===== src/rtl/bp_be_rollback_queue_pkg.sv =====
// Shared defaults for the BE rollback queue slice.
package bp_be_rollback_queue_pkg;

  localparam int unsigned els_default_lp       = 16;
  localparam int unsigned width_default_lp     = 128;
  localparam int unsigned deq_width_default_lp = 2;

endpackage


===== src/rtl/bp_be_rollback_queue_if.sv =====
// Enqueue, issue, commit/rollback and occupancy signals between the FE queue, the BE and the queue.
interface bp_be_rollback_queue_if
  import bp_be_rollback_queue_pkg::*;
#(
  parameter int unsigned els_p       = els_default_lp,
  parameter int unsigned width_p     = width_default_lp,
  parameter int unsigned deq_width_p = deq_width_default_lp
) ();

  localparam int unsigned cnt_width_lp     = $clog2(els_p + 1);
  localparam int unsigned deq_cnt_width_lp = $clog2(deq_width_p + 1);

  logic [width_p-1:0]          data_i;
  logic                        v_i;
  logic                        ready_o;
  logic [width_p-1:0]          data_o;
  logic                        v_o;
  logic                        yumi_i;
  logic [deq_cnt_width_lp-1:0] deq_cnt_i;
  logic                        roll_v_i;
  logic                        clr_v_i;
  logic                        empty_o;
  logic [cnt_width_lp-1:0]     free_cnt_o;
  logic [cnt_width_lp-1:0]     pending_cnt_o;
  logic [cnt_width_lp-1:0]     inflight_cnt_o;

  modport master (
    output data_i, v_i, yumi_i, deq_cnt_i, roll_v_i, clr_v_i,
    input  ready_o, data_o, v_o, empty_o, free_cnt_o, pending_cnt_o, inflight_cnt_o
  );

  modport slave (
    input  data_i, v_i, yumi_i, deq_cnt_i, roll_v_i, clr_v_i,
    output ready_o, data_o, v_o, empty_o, free_cnt_o, pending_cnt_o, inflight_cnt_o
  );

endinterface


===== src/rtl/bp_be_rollback_queue_mem.sv =====
// 1-write / 1-async-read register array backing the rollback queue; contents are not reset.
module bp_be_rollback_queue_mem #(
  parameter int unsigned els_p   = 16,
  parameter int unsigned width_p = 128
) (
  input  logic                       clk_i,
  input  logic                       w_v_i,
  input  logic [$clog2(els_p)-1:0]   w_addr_i,
  input  logic [width_p-1:0]         w_data_i,
  input  logic [$clog2(els_p)-1:0]   r_addr_i,
  output logic [width_p-1:0]         r_data_o
);

  logic [width_p-1:0] mem_r [els_p];

  always_ff @(posedge clk_i) begin
    if (w_v_i) begin
      mem_r[w_addr_i] <= w_data_i;
    end
  end

  assign r_data_o = mem_r[r_addr_i];

endmodule


===== src/rtl/bp_be_rollback_queue.sv =====
// Replayable FE->BE instruction buffer: entries stay resident from enqueue until commit,
// so a rollback can re-issue everything uncommitted and a clear can drop it.
module bp_be_rollback_queue
  import bp_be_rollback_queue_pkg::*;
#(
  parameter int unsigned els_p       = els_default_lp,
  parameter int unsigned width_p     = width_default_lp,
  parameter int unsigned deq_width_p = deq_width_default_lp
) (
  input  logic                  clk_i,
  input  logic                  reset_i,
  bp_be_rollback_queue_if.slave q
);

  localparam int unsigned addr_width_lp = $clog2(els_p);
  localparam int unsigned ptr_width_lp  = addr_width_lp + 1;
  localparam int unsigned cnt_width_lp  = $clog2(els_p + 1);

  logic [ptr_width_lp-1:0] wptr_r, rptr_r, cptr_r;
  logic [ptr_width_lp-1:0] wptr_n, rptr_n, cptr_n;
  logic [ptr_width_lp-1:0] occ, pending, inflight;
  logic                    full, enq, issue;

  // Distances are modulo 2*els_p; the wrap bit separates full from empty.
  assign occ      = wptr_r - cptr_r;
  assign pending  = wptr_r - rptr_r;
  assign inflight = rptr_r - cptr_r;
  assign full     = (occ == ptr_width_lp'(els_p));

  assign q.ready_o = ~full & ~reset_i;
  assign q.v_o     = (rptr_r != wptr_r) & ~reset_i;
  assign enq       = q.v_i & q.ready_o;
  assign issue     = q.yumi_i & q.v_o;

  assign q.empty_o        = (wptr_r == cptr_r);
  assign q.free_cnt_o     = cnt_width_lp'(els_p) - cnt_width_lp'(occ);
  assign q.pending_cnt_o  = cnt_width_lp'(pending);
  assign q.inflight_cnt_o = cnt_width_lp'(inflight);

  // Commit always applies; clear beats rollback, which beats normal issue/enqueue.
  always_comb begin
    cptr_n = cptr_r + ptr_width_lp'(q.deq_cnt_i);
    wptr_n = wptr_r + ptr_width_lp'(enq);
    rptr_n = rptr_r + ptr_width_lp'(issue);
    if (q.clr_v_i) begin
      wptr_n = cptr_n;
      rptr_n = cptr_n;
    end else if (q.roll_v_i) begin
      rptr_n = cptr_n;
    end
  end

  always_ff @(posedge clk_i) begin
    if (reset_i) begin
      wptr_r <= '0;
      rptr_r <= '0;
      cptr_r <= '0;
    end else begin
      wptr_r <= wptr_n;
      rptr_r <= rptr_n;
      cptr_r <= cptr_n;
    end
  end

  bp_be_rollback_queue_mem #(
    .els_p   (els_p),
    .width_p (width_p)
  ) mem (
    .clk_i    (clk_i),
    .w_v_i    (enq & ~q.clr_v_i),
    .w_addr_i (wptr_r[addr_width_lp-1:0]),
    .w_data_i (q.data_i),
    .r_addr_i (rptr_r[addr_width_lp-1:0]),
    .r_data_o (q.data_o)
  );

  // Protocol checks on the producer, issue and commit sides.
  always_ff @(posedge clk_i) begin
    if (!reset_i) begin
      assert (!(q.v_i && !q.ready_o))
        else $error("bp_be_rollback_queue: enqueue while not ready");
      assert (!(q.yumi_i && !q.v_o))
        else $error("bp_be_rollback_queue: yumi without valid entry");
      assert ((ptr_width_lp'(q.deq_cnt_i) <= inflight) && (32'(q.deq_cnt_i) <= deq_width_p))
        else $error("bp_be_rollback_queue: commit exceeds issued entries");
    end
  end

endmodule


===== src/flat_wrapper.sv =====
// flat-port wrapper written by rule: the top's interface ports become plain ports
module bp_be_rollback_queue_flat import bp_be_rollback_queue_pkg::*;
#(
  parameter int unsigned els_p       = els_default_lp,
  parameter int unsigned width_p     = width_default_lp,
  parameter int unsigned deq_width_p = deq_width_default_lp
)
  (clk_i, reset_i, q_data_i, q_v_i, q_yumi_i, q_deq_cnt_i, q_roll_v_i, q_clr_v_i, q_ready_o, q_data_o, q_v_o, q_empty_o, q_free_cnt_o, q_pending_cnt_o, q_inflight_cnt_o);
  bp_be_rollback_queue_if #(.els_p(els_p), .width_p(width_p), .deq_width_p(deq_width_p)) q_i ();
  input  logic clk_i;
  input  logic reset_i;
  input wire logic [$bits(q_i.data_i)-1:0] q_data_i;
  input wire logic [$bits(q_i.v_i)-1:0] q_v_i;
  input wire logic [$bits(q_i.yumi_i)-1:0] q_yumi_i;
  input wire logic [$bits(q_i.deq_cnt_i)-1:0] q_deq_cnt_i;
  input wire logic [$bits(q_i.roll_v_i)-1:0] q_roll_v_i;
  input wire logic [$bits(q_i.clr_v_i)-1:0] q_clr_v_i;
  output wire logic [$bits(q_i.ready_o)-1:0] q_ready_o;
  output wire logic [$bits(q_i.data_o)-1:0] q_data_o;
  output wire logic [$bits(q_i.v_o)-1:0] q_v_o;
  output wire logic [$bits(q_i.empty_o)-1:0] q_empty_o;
  output wire logic [$bits(q_i.free_cnt_o)-1:0] q_free_cnt_o;
  output wire logic [$bits(q_i.pending_cnt_o)-1:0] q_pending_cnt_o;
  output wire logic [$bits(q_i.inflight_cnt_o)-1:0] q_inflight_cnt_o;
  assign q_i.data_i = q_data_i;
  assign q_i.v_i = q_v_i;
  assign q_i.yumi_i = q_yumi_i;
  assign q_i.deq_cnt_i = q_deq_cnt_i;
  assign q_i.roll_v_i = q_roll_v_i;
  assign q_i.clr_v_i = q_clr_v_i;
  assign q_ready_o = q_i.ready_o;
  assign q_data_o = q_i.data_o;
  assign q_v_o = q_i.v_o;
  assign q_empty_o = q_i.empty_o;
  assign q_free_cnt_o = q_i.free_cnt_o;
  assign q_pending_cnt_o = q_i.pending_cnt_o;
  assign q_inflight_cnt_o = q_i.inflight_cnt_o;
  bp_be_rollback_queue #(.els_p(els_p), .width_p(width_p), .deq_width_p(deq_width_p)) u_core (.clk_i(clk_i), .reset_i(reset_i), .q(q_i));
endmodule

===== config.mk =====
export PLATFORM = sky130hd
export DESIGN_NAME = bp_be_rollback_queue_flat
export DESIGN_NICKNAME = d
export VERILOG_FILES = /design/src/rtl/bp_be_rollback_queue_pkg.sv /design/src/rtl/bp_be_rollback_queue_if.sv /design/src/rtl/bp_be_rollback_queue_mem.sv /design/src/rtl/bp_be_rollback_queue.sv /design/src/flat_wrapper.sv
export SDC_FILE = /design/constraint.sdc
export NUM_CORES = 1
export LEC_CHECK = 0
export BUFFER_PORTS_ARGS = -buffer_cell sky130_fd_sc_hd__buf_4
export CORE_MARGIN = 2
export CORE_UTILIZATION = 61
export CTS_CLUSTER_DIAMETER = 100
export DETAILED_ROUTE_END_ITERATION = 6
export PLACE_DENSITY = 0.79
export SYNTH_ARGS = -nofsm -noshare
export SYNTH_HDL_FRONTEND = slang
export SYNTH_HIERARCHICAL = 1
export SYNTH_SLANG_ARGS = --single-unit

===== constraint.sdc =====
create_clock -name clk_i -period 16.2 [get_ports clk_i]
set_input_delay 3.24 -clock clk_i [delete_from_list [all_inputs] [get_ports clk_i]]
set_output_delay 3.24 -clock clk_i [all_outputs]
set_load 0.02 [all_outputs]

======== After elaboration in Yosys (flattened, before gate mapping) ========
Memories as Yosys holds them, arrays and structs flattened. A register that Yosys moved wholly into a read port is not among the register bits.
Cells that the tools add are included.
operators by class
  $add $sub $neg .......................... 7
  multipliers ............................. 0
  divide/modulo/power cells ............... 0
  magnitude comparators ................... 0
  eq/ne operators ......................... 3
  shift operators ......................... 0
  multiplexer cells ....................... 6
  bitwise operators ....................... 8
  reduce and logical (&&, ||, !) cells .... 0
operator list
  kind                   count
  $mux W5                3
  $sub A5 B5 Y5          3
  $add A5 B1 Y5          2
  $add A5 B2 Y5          1
  $and A1 B1 Y1          5
  $eq A5 B5 Y1           1
  $eq A5 B5 Y1 const B   1
  $ne A5 B5 Y1           1
  $sub A5 B5 Y5 const A  1
  $mux W4                1
  $not A1 Y1             3
  $mux W1                2
storage, ports and cells
  flip-flop bits (word level) ............. 15
  latch bits .............................. 0
  RAM bits ................................ 2048
  memory bits (read-only) ................. 0
  input port bits ......................... 136
  output and inout bits ................... 146
  word-level logic and storage cells ...... 28
  memories kept ........................... 1
memory list
  memory            depth  bits a word  read ports  clocked after Yosys merged registers in  write ports  line                            RTL
  u_core.mem.mem_r  16     128          1           1                                        1            bp_be_rollback_queue_mem.sv:14  logic [width_p-1:0] mem_r [els_p];

======== Depth between registers and ports, before layout ========
Gate-level depths: netlist of the first run.
  depth in word-level cells ............... 8
  mapped depth ............................ 16
  gate-level depth less buffers ........... 16

======== Modules after synthesis ========
Netlist of the first run, hierarchy kept.
modules (own cells, without submodules)
  module                    times used  cells each  area each (um2)  seq. area each (um2)
  bp_be_rollback_queue_mem  1           3229        76882.5          61499.0
  bp_be_rollback_queue      1           147         1260.0           300.3

======== Worst setup path after synthesis of the first run ========
No wires, ideal clock.
  path kind ............................... input-to-reg
  start point ............................. in reset_i
  end point ............................... mem u_core.mem.mem_r[0][0] (enable)
  library setup time ...................... 0.772 ns
  arrival ................................. 13.290 ns
  data required time ...................... 15.428 ns
  slack ................................... 2.138 ns
  cell stages on the path ................. 6
  buffers on the path ..................... 1
  cell sequence ........................... clkbuf_1 -> nor2_1 -> and2_1 -> nor2b_1 -> or3b_2 -> nor3_1
between the ends
  longest elaborated chain between the ends .. 6
ends and longest elaborated chain
  item                           line                            RTL
  from (decl)                    flat_wrapper.sv:11              input logic reset_i;
  $not A1 Y1                     bp_be_rollback_queue.sv:30      assign q.ready_o = ~full & ~reset_i;
  $and A1 B1 Y1                  bp_be_rollback_queue.sv:30
  net q_ready_o                  flat_wrapper.sv:18              output wire logic [$bits(q_i.ready_o)-1:0] q_ready_o;
  $and A1 B1 Y1                  bp_be_rollback_queue.sv:32      assign enq = q.v_i & q.ready_o;
  $and A1 B1 Y1                  bp_be_rollback_queue.sv:70      .w_v_i (enq & ~q.clr_v_i),
  $mux W1                        bp_be_rollback_queue_mem.sv:17  if (w_v_i) begin
  $mux W1 (not written as such)  bp_be_rollback_queue_mem.sv:18  mem_r[w_addr_i] <= w_data_i;
  to (decl)                      bp_be_rollback_queue_mem.sv:14
The timed path passes the listed nets, and every way through them passes these cells.

==> results of run 1 <==
[layer usage]
metal	up-vias	global-route usage, %
li1	15089	-
met1	19623	36.3
met2	2033	45.4
met3	362	6.32
met4	32	10.2
met5	-	0
[report_power, final]
group	leakage, nW	total [mW]	internal (mW)	switching (mW)
registers	18.5	5.95	5.91	0.0355
clock network	2.84	4.20	2.30	1.91
logic	6.18	1.29	0.556	0.738
total	27.6	11.4	8.76	2.68
[stage by stage]
stage / area (sq um) / std cells
floorplan: 78100 / 3376
global placement: 82200 / 5194
detailed placement: 82200 / 5194
CTS: 88100 / 5549
global route: 88100 / 5565
finish: 88100 / 5565
[registers in the layout (all words and copies together), names as in the netlist]
name / count
u_core/mem/mem_r: 2048
u_core/rptr_r: 5
u_core/wptr_r: 5
u_core/cptr_r: 5
[synthesized netlist by cell type, types with 15 or more instances]
cell	count	share of area, %
nand2_1	96	0.46
ha_1	20	0.32
mux2i_1	27	0.35
a22oi_1	215	2.1
inv_1	20	0.096
clkbuf_1	66	0.32
mux2_2	64	0.92
nor2_1	37	0.18
nor2b_1	31	0.25
o21ai_0	17	0.11
dfxtp_1	15	0.38
nand2b_1	17	0.14
o221ai_1	23	0.26
buf_2	90	0.58
edfxtp_1	2048	79
mux4_2	477	14
[how the worst max path moves through the flow]
stage,start,to,depth (start not counted)
3_5_place_dp,u_core/rptr_r[0]$_SDFF_PP0_,q_data_o[97],7
3_3_place_gp,u_core/rptr_r[0]$_SDFF_PP0_,q_data_o[127],7
6_report,u_core/rptr_r[0]$_SDFF_PP0_,q_data_o[97],7
5_1_grt,u_core/rptr_r[0]$_SDFF_PP0_,q_data_o[97],7
4_1_cts,u_core/rptr_r[0]$_SDFF_PP0_,q_data_o[97],7
2_1_floorplan,reset_i,u_core/mem/mem_r[0][0]$_DFFE_PP_,6
[final cells by class]
type                    count  area, sq um
clock buffers             251         5070
diodes                     16         40.0
inverters                  22         82.6
flip-flops and latches   2063        61800
fillers                  7284        39200
multi-input cells        1111        15500
well taps                1662         2080
repair buffers            336         2720
clock inverters           104          781
[worst register-to-register path: stages (launching register included)]
cell and delay (ns):
dfxtp_1 0.55, inv_1 0.16, ha_1 0.25, fa_1 0.40, inv_1 0.07, a21o_1 0.10, a21oi_1 0.07, xor2_1 0.15
ha_1 0.21, nor2_1 0.11, and2_1 0.20, nor2b_1 0.28, nand3_1 0.32, nor2_4 0.89, buf_4 0.76, buf_4 0.71
[cells by family (layout without fill, tap and decap cells)]
logic type	count (synthesis)	in the layout	synth area share [%]
flops	2063	2063	79.1
mux	568	568	15.0
compound gates	292	292	2.79
simple gates	204	204	1.20
buf+inv	202	713	1.22
fa+ha+maj	24	24	0.423
xor+xnor	23	23	0.258
other cells	0	16	0
==> summary.md, run 1 <==
| Metric | Value |
|---|---|
| Worst setup EP type | `primary output` |
| Clock sinks | `2063` |
| Hold path depth | `2` |
| LEAKAGE | `27.6 nW` |
| Skew-Pair Late Insertion Delay | `0.81 ns` |
| Ys async rst share | `0%` |
| Total GRT Usage | `27.5%` |
| DRC Markers | `0` |
| Syn-to-layout area delta | `12.8%` |
| CP max-delay cell | `buf_4` |
| Synth unique cells | `37` |
| Die Span X | `362 microns` |
| Worst path top cell family by delay | `buffers and inverters` |
| Slew HR | `24.8%` |
| Final RePlAce weighted congestion | `0.743` |
| Commonest cells after routing, fill and taps aside | `edfxtp_1, mux4_2, buf_4, a22oi_1, clkbuf_16` |
| Cell Area, Synth | `0.0781 sq mm` |
| RSZ-0062 raised after global routing | `no` |
| # nets final | `3887` |
| Most used DFF post-synth | `edfxtp_1` |
| Dpl ws | `8.44 ns` |
| Pwr Total | `11.4 mW` |
| Met1 WL | `64700 microns` |
| Critical Path Source Type | `register` |
| Hold endpoint | `u_core/cptr_r[2]$_SDFF_PP0_` |
| Post-layout min period | `8.50 ns` |
| Post-synthesis register bit count | `2063` |
| I/O pins | `282` |
| Routed vias | `37.1k` |
| Tightest Pin Transition | `1.13 ns` |
| Register area share after synthesis | `79.1%` |
| Syn Area/Cell | `23.1 sq um` |
| Initial core utilization | `61.4%` |
| Commonest non-fill, non-tap cell in the layout | `edfxtp_1` |
| Max Cap Viol | `0` |
| Initial drt markers | `4621` |
| Layout cells sized above 1 | `29.7%` |
| DPL Wire Length | `80300 microns` |
| H-tree levels | `4` |
| FP Rows | `131` |
| Bufs on Longest Clock Path | `3` |
| Number of synthesized flops with an enable pin | `2048` |
| Cts hold-fix bufs | `0` |
| Flop2flop setup slack | `10.59 ns` |
| Setup Skew | `0.0332 ns` |
| Largest net degree at the start of global routing | `150` |
| Worst path bufs/invs | `4` |
| Initial antenna violation count | `32` |
| FF-to-FF End | `u_core/mem/mem_r[13][106]$_DFFE_PP_` |
| Post-CTS setup buffers | `0` |
| PortBufs | `281` |
| Met3 wire length | `16400 microns` |
| Hold WC Path Type | `register to register` |
| Grt ovf | `0` |
| Tcrit/Tclk final | `52.5%` |
| Worst r2r src | `u_core/wptr_r[0]$_SDFF_PP0_` |
| Vias in the first global route | `38.3k` |
| CTS tree | `done` |
| DRT Pass-1 Iters | `5` |
| Clk slew on worst S/H paths | `0.06 ns` |
| Crit Path Class | `register to primary output` |
| Critical Path Fanout Max | `119` |
| Critical Path, Cell by Cell | `buf_12, buf_4, buf_12, mux4_2, a22oi_1, nand2_1, buf_4` |
| First-pass GRT wire length | `258000 microns` |
| Critical Path RT | `12.96 ns` |
| Die Ht | `362 microns` |
| Worst EP arrival | `5.26 ns` |
| Syn nets | `3536` |
| Yosys Warn Count | `6` |
| Max VDD drop | `0.0963 mV` |
| Routed length on met2 | `90900 microns` |
| Fmax | `118 MHz` |
| Via/cell ratio | `6.67` |
| Wire per inst | `32.0 microns` |
| WHS | `0.601 ns` |
| Hold path startpoint | `u_core/cptr_r[2]$_SDFF_PP0_` |
| Status | `completed` |
| Final setup violation count | `0` |
| Final WL | `178000 microns` |
| CTS resizes | `0` |
| Max layer used | `met5` |
| Core Region | `0.127 sq mm` |
| DIE AREA | `0.131 sq mm` |
| Max-slew violation count | `0` |
| Worst setup slack after layout | `7.70 ns` |
| Power Dens Cells | `130 mW/mm^2` |
| Final setup TNS | `0 ns` |
| Reg2Reg Depth | `15` |
| Clock Root Buffer | `clkbuf_16` |
| TritonCTS Buffers | `193` |
| Core Util, Final | `69.2%` |
| Hold Fails Final Rpt | `0` |
| Syn Inst Count | `3376` |
| Slowest stage delay, CP | `0.85 ns` |
| Detail Route Antenna Nets | `0` |
No activity file was read; power rests on OpenSTA's default activity.
==> run 2, diff against run 1 <==
==> constraint.sdc (replaced) <==
create_clock -name clk_i -period 8.5 [get_ports clk_i]
set_input_delay 1.7 -clock clk_i [delete_from_list [all_inputs] [get_ports clk_i]]
set_output_delay 1.7 -clock clk_i [all_outputs]
set_load 0.02 [all_outputs]
==> run 2 against run 1 <==
Global-route usage shrank 0.30 points. Via count down 1.1%. Power is 94% higher. Cell area up 0.44%. Critical endpoint is now q_data_o[123].
==> summary.md, run 2 (synthesis results as in run 1) <==
| Metric | Value |
|---|---|
| Critical Path Fanout Max | `43` |
| Final instance area | `0.0885 sq mm` |
| Dpl ws | `3.31 ns` |
| Hold Fails Final Rpt | `0` |
| DIE AREA | `0.131 sq mm` |
| Via/cell ratio | `6.61` |
| Cts hold-fix bufs | `0` |
| Fillers | `7259` |
| Commonest cells after routing, fill and taps aside | `edfxtp_1, mux4_2, buf_4, a22oi_1, clkbuf_16` |
| H-tree levels | `4` |
| DRT Pass-1 Iters | `5` |
| Number of flip-flops in the largest register | `2048` |
| Post-layout min period | `5.76 ns` |
| Worst EP arrival | `4.06 ns` |
| Tcrit/Tclk final | `67.7%` |
| Clock Root Buffer | `clkbuf_16` |
| Placed inst area | `0.0823 sq mm` |
| FP Rows | `131` |
| RSZ-0062 raised after global routing | `no` |
| Most frequent CP cell | `buf_4` |
| Max VDD drop | `0.244 mV` |
| Fmax | `174 MHz` |
| Core Region | `0.127 sq mm` |
| Skew-Pair Late Insertion Delay | `0.82 ns` |
| Clk slew on worst S/H paths | `0.06 ns` |
| Largest net degree at the start of global routing | `135` |
| CTS resizes | `0` |
| Wire per inst | `31.4 microns` |
| Critical Path, Cell by Cell | `buf_4, mux4_2, a22oi_1, nand2_1, buf_4` |
| Placed cell count | `5195` |
| Syn-to-layout area delta | `13.3%` |
| Critical Path RT | `6.80 ns` |
| Total GRT Usage | `27.2%` |
| CP max-delay cell | `dfxtp_4` |
| DRC Markers | `0` |
| Final setup TNS | `0 ns` |
| Die Ht | `362 microns` |
| Worst setup slack after layout | `2.74 ns` |
| Power Dens Cells | `251 mW/mm^2` |
| Worst setup EP type | `primary output` |
| Largest reg by FF count | `u_core/mem/mem_r` |
| Max Cap Viol | `0` |
| Critical Path Source Type | `register` |
| Setup Skew | `0.0364 ns` |
| CTS tree | `done` |
| Slew HR | `25.8%` |
| LEAKAGE | `27.8 nW` |
| DPL Wire Length | `84700 microns` |
| Commonest non-fill, non-tap cell in the layout | `edfxtp_1` |
| Final RePlAce weighted congestion | `0.764` |
| Grt ovf | `0` |
| Initial drt markers | `4053` |
| TritonCTS Buffers | `196` |
| Crit Path Class | `register to primary output` |
| Vias in the first global route | `38.5k` |
| Final setup violation count | `0` |
| Hold WC Path Type | `register to register` |
| Initial antenna violation count | `27` |
| I/O pins | `282` |
| PortBufs | `281` |
| Slowest stage delay, CP | `0.95 ns` |
| Final WL | `175000 microns` |
| Max-slew violation count | `0` |
| Die Span X | `362 microns` |
| Initial core utilization | `61.4%` |
| Post-CTS setup buffers | `0` |
| Status | `completed` |
| Clock sinks | `2063` |
| # nets final | `3891` |
| First-pass GRT wire length | `257000 microns` |
| WHS | `0.614 ns` |
| Detail Route Antenna Nets | `0` |
| Tightest Pin Transition | `1.11 ns` |
| Layout cells sized above 1 | `30.3%` |
| Routed vias | `36.7k` |
| Bufs on Longest Clock Path | `3` |
| Final std cells w/o fill | `5559` |
==> run 2: cell count changes in the layout (fill, tap and decap cells not counted), sizes merged <==
cell / before / now
clkbuf: 251 / 232
diode: 16 / 12
bufinv: 5 / 15
buf: 336 / 337
clkinvlp: 3 / 2
clkinv: 88 / 96
inv: 30 / 29
==> run 2: worst max-delay path: cells and delay by family (launching register included) <==
kind,cells,cell delay (ns)
DFF,1,0.95
buffers and inverters,2,0.95
muxes,1,0.62
AOI/OAI and AO/OA,1,0.51
and+or+nand+nor,1,0.15
==> run 2: per-stage QoR <==
stage / total power, mW / util (%)
after floorplan: 13.1 / -
final: 22.2 / 69.5
after detailed placement: 14.0 / 64.6
after global routing: 22.8 / 69.5
after global placement: 14.0 / 64.6
after CTS: 22.4 / 69.5
==> run 2: routing by layer <==
metal,track usage [%],vias to the layer above,part of all wire (%)
met5,0,-,0.089
met3,6.17,308,8.8
met2,44.8,1859,51
met4,9.59,26,3.0
li1,-,15108,-
met1,36.3,19417,37
==> run 2: final timing paths <==
path                                     from                                end  slack (ns)  depth (start not counted)
hold reg to reg   u_core/cptr_r[2]$_SDFF_PP0_        u_core/cptr_r[2]$_SDFF_PP0_        0.61                          2
setup reg to reg  u_core/wptr_r[0]$_SDFF_PP0_  u_core/mem/mem_r[2][67]$_DFFE_PP_        3.32                         15
hold / removal    u_core/cptr_r[2]$_SDFF_PP0_        u_core/cptr_r[2]$_SDFF_PP0_        0.61                          2
setup / recovery  u_core/rptr_r[0]$_SDFF_PP0_                      q_data_o[123]        2.74                          5
==> run 2: final cells by class <==
cell class              instances  area [sq um]  area share, %
flip-flops and latches       2063         61800           69.8
clock inverters               120          1090           1.23
multi-input cells            1111         15600           17.6
well taps                    1662          2080           2.35
diodes                         12          30.0         0.0339
repair buffers                337          2770           3.13
inverters                      22          82.6         0.0933
clock buffers                 232          5080           5.74
==> run 2: where the power goes <==
part | switching (mW) | internal, mW | leakage, nW
sequential | 0.0704 | 11.3 | 18.5
clock | 3.65 | 4.73 | 3.02
combinational | 1.41 | 1.07 | 6.19
